### config.mk
export PLATFORM = sky130hd
export DESIGN_NAME = rr_onehot_arbiter
export DESIGN_NICKNAME = d
export VERILOG_FILES = /design/src/rtl/rr_onehot_arbiter_pkg.sv /design/src/rtl/rr_onehot_arbiter_bin_to_onehot.sv /design/src/rtl/rr_onehot_arbiter.sv
export SDC_FILE = /design/constraint.sdc
export NUM_CORES = 1
export LEC_CHECK = 0
export BUFFER_PORTS_ARGS = -buffer_cell sky130_fd_sc_hd__buf_2
export CAP_MARGIN = 20
export CORE_MARGIN = 2
export CORE_UTILIZATION = 36
export CTS_CLUSTER_SIZE = 12
export DETAILED_ROUTE_END_ITERATION = 16
export GPL_TIMING_DRIVEN = 0
export SLEW_MARGIN = 20
export SYNTH_ARGS = -nofsm -noshare
export SYNTH_HDL_FRONTEND = slang
export SYNTH_SLANG_ARGS = --single-unit
### constraint.sdc
create_clock -name clk -period 9.1 [get_ports clk]
set_input_delay 0.455 -clock clk [delete_from_list [all_inputs] [get_ports clk]]
set_output_delay 0.455 -clock clk [all_outputs]
set_load 0.02 [all_outputs]
### src/rtl/rr_onehot_arbiter_pkg.sv
// Shared types and the round-robin search helper for rr_onehot_arbiter.
// The search is sized for the largest supported N and narrowed by the caller.
package rr_onehot_arbiter_pkg;

    localparam int unsigned MAX_N    = 64;
    localparam int unsigned MAX_IDXW = 6;

    typedef enum logic {
        IDLE = 1'b0,
        BUSY = 1'b1
    } arb_state_t;

    typedef struct packed {
        logic                found;
        logic [MAX_IDXW-1:0] idx;
    } pick_t;

    // First set bit of req at or after ptr, wrapping at n (only the low n bits are considered).
    function automatic pick_t rr_pick(
        input logic [MAX_N-1:0]    req,
        input logic [MAX_IDXW-1:0] ptr,
        input int unsigned         n
    );
        pick_t       res;
        int unsigned j;
        res = '0;
        for (int unsigned i = 0; i < MAX_N; i++) begin
            j = 32'(ptr) + i;
            if (j >= n) begin
                j = j - n;
            end
            if ((i < n) && !res.found && req[j[MAX_IDXW-1:0]]) begin
                res.found = 1'b1;
                res.idx   = MAX_IDXW'(j);
            end
        end
        return res;
    endfunction

endpackage

### src/rtl/rr_onehot_arbiter_bin_to_onehot.sv
// Binary index to one-hot decoder used for the arbiter's one-hot grant.
module rr_onehot_arbiter_bin_to_onehot #(
    parameter int unsigned N    = 8,
    parameter int unsigned IDXW = $clog2(N)
) (
    input  logic [IDXW-1:0] i_bin,
    output logic [N-1:0]    o_oh
);

    always_comb begin
        o_oh = N'(1) << i_bin;
    end

endmodule

### src/rtl/rr_onehot_arbiter.sv
// Round-robin arbiter: one owner at a time, held until done, with binary and
// one-hot grant outputs that are both registered.
module rr_onehot_arbiter
    import rr_onehot_arbiter_pkg::*;
#(
    parameter  int unsigned N    = 8,
    localparam int unsigned IDXW = $clog2(N)
) (
    input  logic            clk,
    input  logic            rst,
    input  logic [N-1:0]    req,
    input  logic            done,
    output logic            gnt_valid,
    output logic [IDXW-1:0] gnt_idx,
    output logic [N-1:0]    gnt_oh
);

    arb_state_t      r_state;
    arb_state_t      w_state_nxt;
    logic [IDXW-1:0] r_ptr;
    logic [IDXW-1:0] w_ptr_nxt;
    logic [IDXW-1:0] r_gnt_idx;
    logic [IDXW-1:0] w_idx_nxt;
    logic            r_gnt_valid;
    logic            w_valid_nxt;
    logic [N-1:0]    r_gnt_oh;
    logic [N-1:0]    w_oh_raw;
    logic [N-1:0]    w_oh_nxt;
    logic [N-1:0]    w_cand;
    pick_t           w_pick;
    logic            w_win_last;
    logic [IDXW-1:0] w_win;
    logic [IDXW-1:0] w_win_inc;

    // While busy the owner is excluded so a release hands off to someone else.
    always_comb begin
        w_cand     = (r_state == BUSY) ? (req & ~r_gnt_oh) : req;
        w_pick     = rr_pick(MAX_N'(w_cand), MAX_IDXW'(r_ptr), N);
        w_win      = IDXW'(w_pick.idx);
        w_win_last = (w_pick.idx == MAX_IDXW'(N - 1));
        w_win_inc  = w_win_last ? '0 : (w_win + IDXW'(1));
    end

    always_comb begin
        w_state_nxt = r_state;
        w_idx_nxt   = r_gnt_idx;
        w_ptr_nxt   = r_ptr;
        w_valid_nxt = r_gnt_valid;
        unique case (r_state)
            IDLE: begin
                if (w_pick.found) begin
                    w_state_nxt = BUSY;
                    w_idx_nxt   = w_win;
                    w_ptr_nxt   = w_win_inc;
                    w_valid_nxt = 1'b1;
                end
            end
            BUSY: begin
                if (done) begin
                    if (w_pick.found) begin
                        w_idx_nxt = w_win;
                        w_ptr_nxt = w_win_inc;
                    end else begin
                        w_state_nxt = IDLE;
                        w_valid_nxt = 1'b0;
                    end
                end
            end
            default: begin
                w_state_nxt = IDLE;
                w_valid_nxt = 1'b0;
            end
        endcase
    end

    rr_onehot_arbiter_bin_to_onehot #(
        .N    (N),
        .IDXW (IDXW)
    ) u_bin_to_onehot (
        .i_bin (w_idx_nxt),
        .o_oh  (w_oh_raw)
    );

    always_comb begin
        w_oh_nxt = w_oh_raw & {N{w_valid_nxt}};
    end

    always_ff @(posedge clk or posedge rst) begin
        if (rst) begin
            r_state     <= IDLE;
            r_ptr       <= '0;
            r_gnt_idx   <= '0;
            r_gnt_valid <= 1'b0;
            r_gnt_oh    <= '0;
        end else begin
            r_state     <= w_state_nxt;
            r_ptr       <= w_ptr_nxt;
            r_gnt_idx   <= w_idx_nxt;
            r_gnt_valid <= w_valid_nxt;
            r_gnt_oh    <= w_oh_nxt;
        end
    end

    assign gnt_valid = r_gnt_valid;
    assign gnt_idx   = r_gnt_idx;
    assign gnt_oh    = r_gnt_oh;

endmodule

==> results.md <==
- For this design, the slowest cell found on the critical path is ha_1.
- The ratio of final minimum period to clock period is roughly 44%.
- Traced cell by cell, the critical path runs through buf_2 > clkinv_1 > ha_1 > inv_1 > mux4_2 > nand2_1 > nand3_2 > nor4b_4 > nor2b_1 > buf_6 > mux2i_4 > or3b_1 > nor2_1.
- TritonCTS created 3 clock buffers.
- The worst setup skew after layout is a little under 0.005 ns.
- On the critical path the largest part of the delay comes from simple AND/OR/NAND/NOR gates.
- The number of detailed-routing iterations run before antenna repair is 4.
- TritonCTS built the clock tree.
- The final period demand of the worst path is around 4.0 ns.
- The number of global-route vias before repair is 1,370.
- The actual slew at the worst max-slew pin is between 0.5 and 0.6 ns.
- After clock tree synthesis, the flow added hold-fix buffers numbering 0.
- Summing all multi-input logic gate instances after layout gives about 0.0013 sq mm.
- The register area share after synthesis is between 20 and 25%.
- Compared with the post-synthesis result, the final layout area differs by 14.0%.
- Before CTS, the worst setup slack after placement is between 5 and 6 ns.
- The total overflow left after global routing is 0.
- The latest clock arrival within the worst-skew pair is between 0.2 and 0.3 ns.
- The effective utilization at floorplan is 37.6%.
- Setup repair after global routing left no endpoint under its margin.
- The simple logic cell fraction of the synthesized area is approximately 15%.
- The fill cell instance count of the final layout is slightly below 500.
- By area, the combinational part of the netlist is dominated by multiplexers.
- The worst hold-check path type is in2async.
- The total clock sinks is 16.
- Global routing used 17.1% of the available tracks.
- Summed over all layers, the routed wires come to between 4 and 5 mm.
- Input and output buffers added on the ports amount to 22.
- The per-instance average area after synthesis is 10.0 sq um.
- The pin count of the biggest net entering global routing is 17.
- The type of origin of the critical path is a flop.
- The post-synthesis compound-gate area fraction is 22.8%.
- The floorplan die height is roughly 74 um.
- The final worst slack is about 5.1 ns.
- For the worst setup path, the data required time is slightly above 9 ns.
- The critical path contains buffers and inverters numbering 4 combined.
- In this run, synthesis inferred 0 flip-flops with an integrated enable.
- The count of final hold-check violations is 0.
- The die outline area is 0.00551 sq mm.
- The H-tree depth is 1.
- The core region is ~0.0047 sq mm.
- Cells with a size suffix above 1 make up approximately a third of the layout.
- The largest stage delay on the critical path is 0.52 ns.
- Counting flops with an async set or reset pin after synthesis yields a share of 100%.
- The number of antenna violations at the first check in global routing was 0.
- The mux share of post-synthesis cell area is 27.7%.
- The wire length of the first global-routing pass is ~7 mm.
- The clock root buffer master is clkbuf_8.
- The final max-slew violation count is 0.
- The footprint of the flip-flops and latches is ~400 sq um.
- The type of the worst setup path is reg2reg.
- Clock-pin slew was measured on the worst setup and hold paths at ~0.060 ns.
- The total via count after detailed routing is about 1.5k.
- The total nets after synthesis is 195.
- Once detailed placement completed, the half-perimeter wirelength came to between 3 and 4 mm.
- The site row count is 25.
- The max-slew headroom at the worst pin is approximately three fifths.
- The number of buffers added for setup after CTS is 0.
- The max-capacitance violation count is 0.
- Along the worst path, the maximum fanout reaches 11.
- Summing every instance area after synthesis gives between 0.0015 and 0.002 sq mm.
- In the routed layout, each cell is associated on average with a via count of 5.49.
- Pin placement for this block handled 23 I/O pins.
- The most instantiated flip-flop cell in the synthesis netlist is dfrtp_1.
- The total negative setup slack is 0 ns.
- The flow ran to the end, and the final reports show no timing, DRC or antenna violations.
- Derived from the worst setup path, the maximum achievable clock frequency is roughly 0.25 GHz.
- The synthesized netlist devotes 1.97% of its cell area to XOR and XNOR gates.
- The flip-flop and latch count after synthesis is 16.
- The routability congestion estimate is around 0.82.
- The endpoint class of the critical path is a flop.
- Summing the areas of all fa, ha and maj instances in the mapped netlist gives ~5% of the synthesized area.
- The synthesized netlist cell count is 177.
- The antenna diode count is 0.
- The routed wirelength normalized by instance count is roughly 16 um.
- The number of violations reported at the end of detailed-routing iteration 0 is 130.
- The largest buffer count on any clock path is 2.
- The number of warnings reported in the yosys synthesis log is 0.
- The residual DRC count is 0.
- The die is about 74 um wide.
- At the end of the flow, the number of nets in the layout was about 220.
- The number of distinct library cell variants in the gate-level netlist after synthesis is 50.
- The signal arrival time at the worst endpoint is ~4.2 ns.
- The detail route stage leaves a number of antenna-violating nets equal to 0.
- Setup violations remaining at the end of the flow were counted as 0.
- Gates resized during post-CTS repair numbered 0.
==> final timing paths <==
path                                       from                   end  slack [ns]  cells after the start
setup / recovery           r_ptr[1]$_DFFE_PP0P_   gnt_oh[1]$_DFF_PP0_        5.07                     13
hold / removal                              rst   gnt_valid$_DFF_PP0_        0.26                      2
setup reg to reg           r_ptr[1]$_DFFE_PP0P_   gnt_oh[1]$_DFF_PP0_        5.07                     13
hold reg to reg            gnt_idx[0]$_DFF_PP0_  gnt_idx[0]$_DFF_PP0_        0.57                      2
max in group asynchronous                   rst   gnt_oh[4]$_DFF_PP0_        8.46                      2
min in group clk                           done     r_state$_DFF_PP0_        0.55                      3
==> flip-flops by register name, summed over array words and instances, names as in the netlist <==
signal / count
gnt_idx: 3
gnt_oh: 8
r_state: 1
gnt_valid: 1
r_ptr: 3
==> Yosys cell counts (5+ instances only) <==
| cell | number | area share (%) |
|---|---|---|
| nor2_1 | 15 | 3.2 |
| dfrtp_1 | 16 | 23 |
| a21oi_1 | 11 | 3.1 |
| a21boi_1 | 5 | 2.1 |
| mux4_2 | 14 | 18 |
| nand2_1 | 15 | 3.2 |
| inv_1 | 6 | 1.3 |
| o22ai_1 | 6 | 2.1 |
| mux2i_1 | 12 | 6.8 |
| ha_1 | 7 | 4.9 |
==> cell type report <==
type                       instances  area share [%]
clock buffer                       4            2.72
buffer                             7            2.29
tap                               67            4.14
inverter                          10            1.86
multi-input combinational        144            63.8
timing repair buffer              22            5.44
sequential                        16            19.8
==> per-stage QoR <==
step | instances | instance area [sq um] | hold slack (ns) | util (%)
floorplan | 177 | 1770 | 0.369 | -
global placement | 266 | 1970 | 0.551 | 41.7
detailed placement | 266 | 1970 | 0.547 | 41.7
CTS | 270 | 2020 | 0.282 | 42.8
global route | 270 | 2020 | 0.330 | 42.8
finish | 270 | 2020 | 0.257 | 42.8
==> kinds of logic (layout without fill, tap and decap cells) <==
logic type	after synthesis	in the layout
compound gates	53	53
buf+inv	17	43
mux	30	30
flops	16	16
simple gates	50	50
xor+xnor	4	4
fa+ha+maj	7	7
==> layer usage <==
| metal | track usage (%) | vias to the layer above | routed length (um) |
|---|---|---|---|
| met5 | 0 | - | 0 |
| met4 | 5.86 | 0 | 47 |
| met3 | 1.36 | 5 | 123 |
| met2 | 26.2 | 29 | 1990 |
| met1 | 25.4 | 720 | 2140 |
| li1 | - | 727 | - |
==> cell usage in the layout (no fill, tap or decap), drive strengths merged, types with 2 or more instances in the layout <==
cell / n
a21oi: 11
a21bo: 4
mux2: 3
a22oi: 2
mux4: 14
nand2b: 4
nor2: 15
inv: 9
o22ai: 6
a21boi: 9
o221ai: 2
clkbuf: 5
nand2: 15
dfrtp: 16
o31a: 2
mux2i: 13
o21ai: 5
and2: 2
nand4: 2
a211oi: 2
xnor2: 2
nand3: 6
o21bai: 2
xor2: 2
nor2b: 2
ha: 7
buf: 28
Power is not shown: default switching activity piles up to over one toggle a cycle in this logic, so the estimate is an artifact.
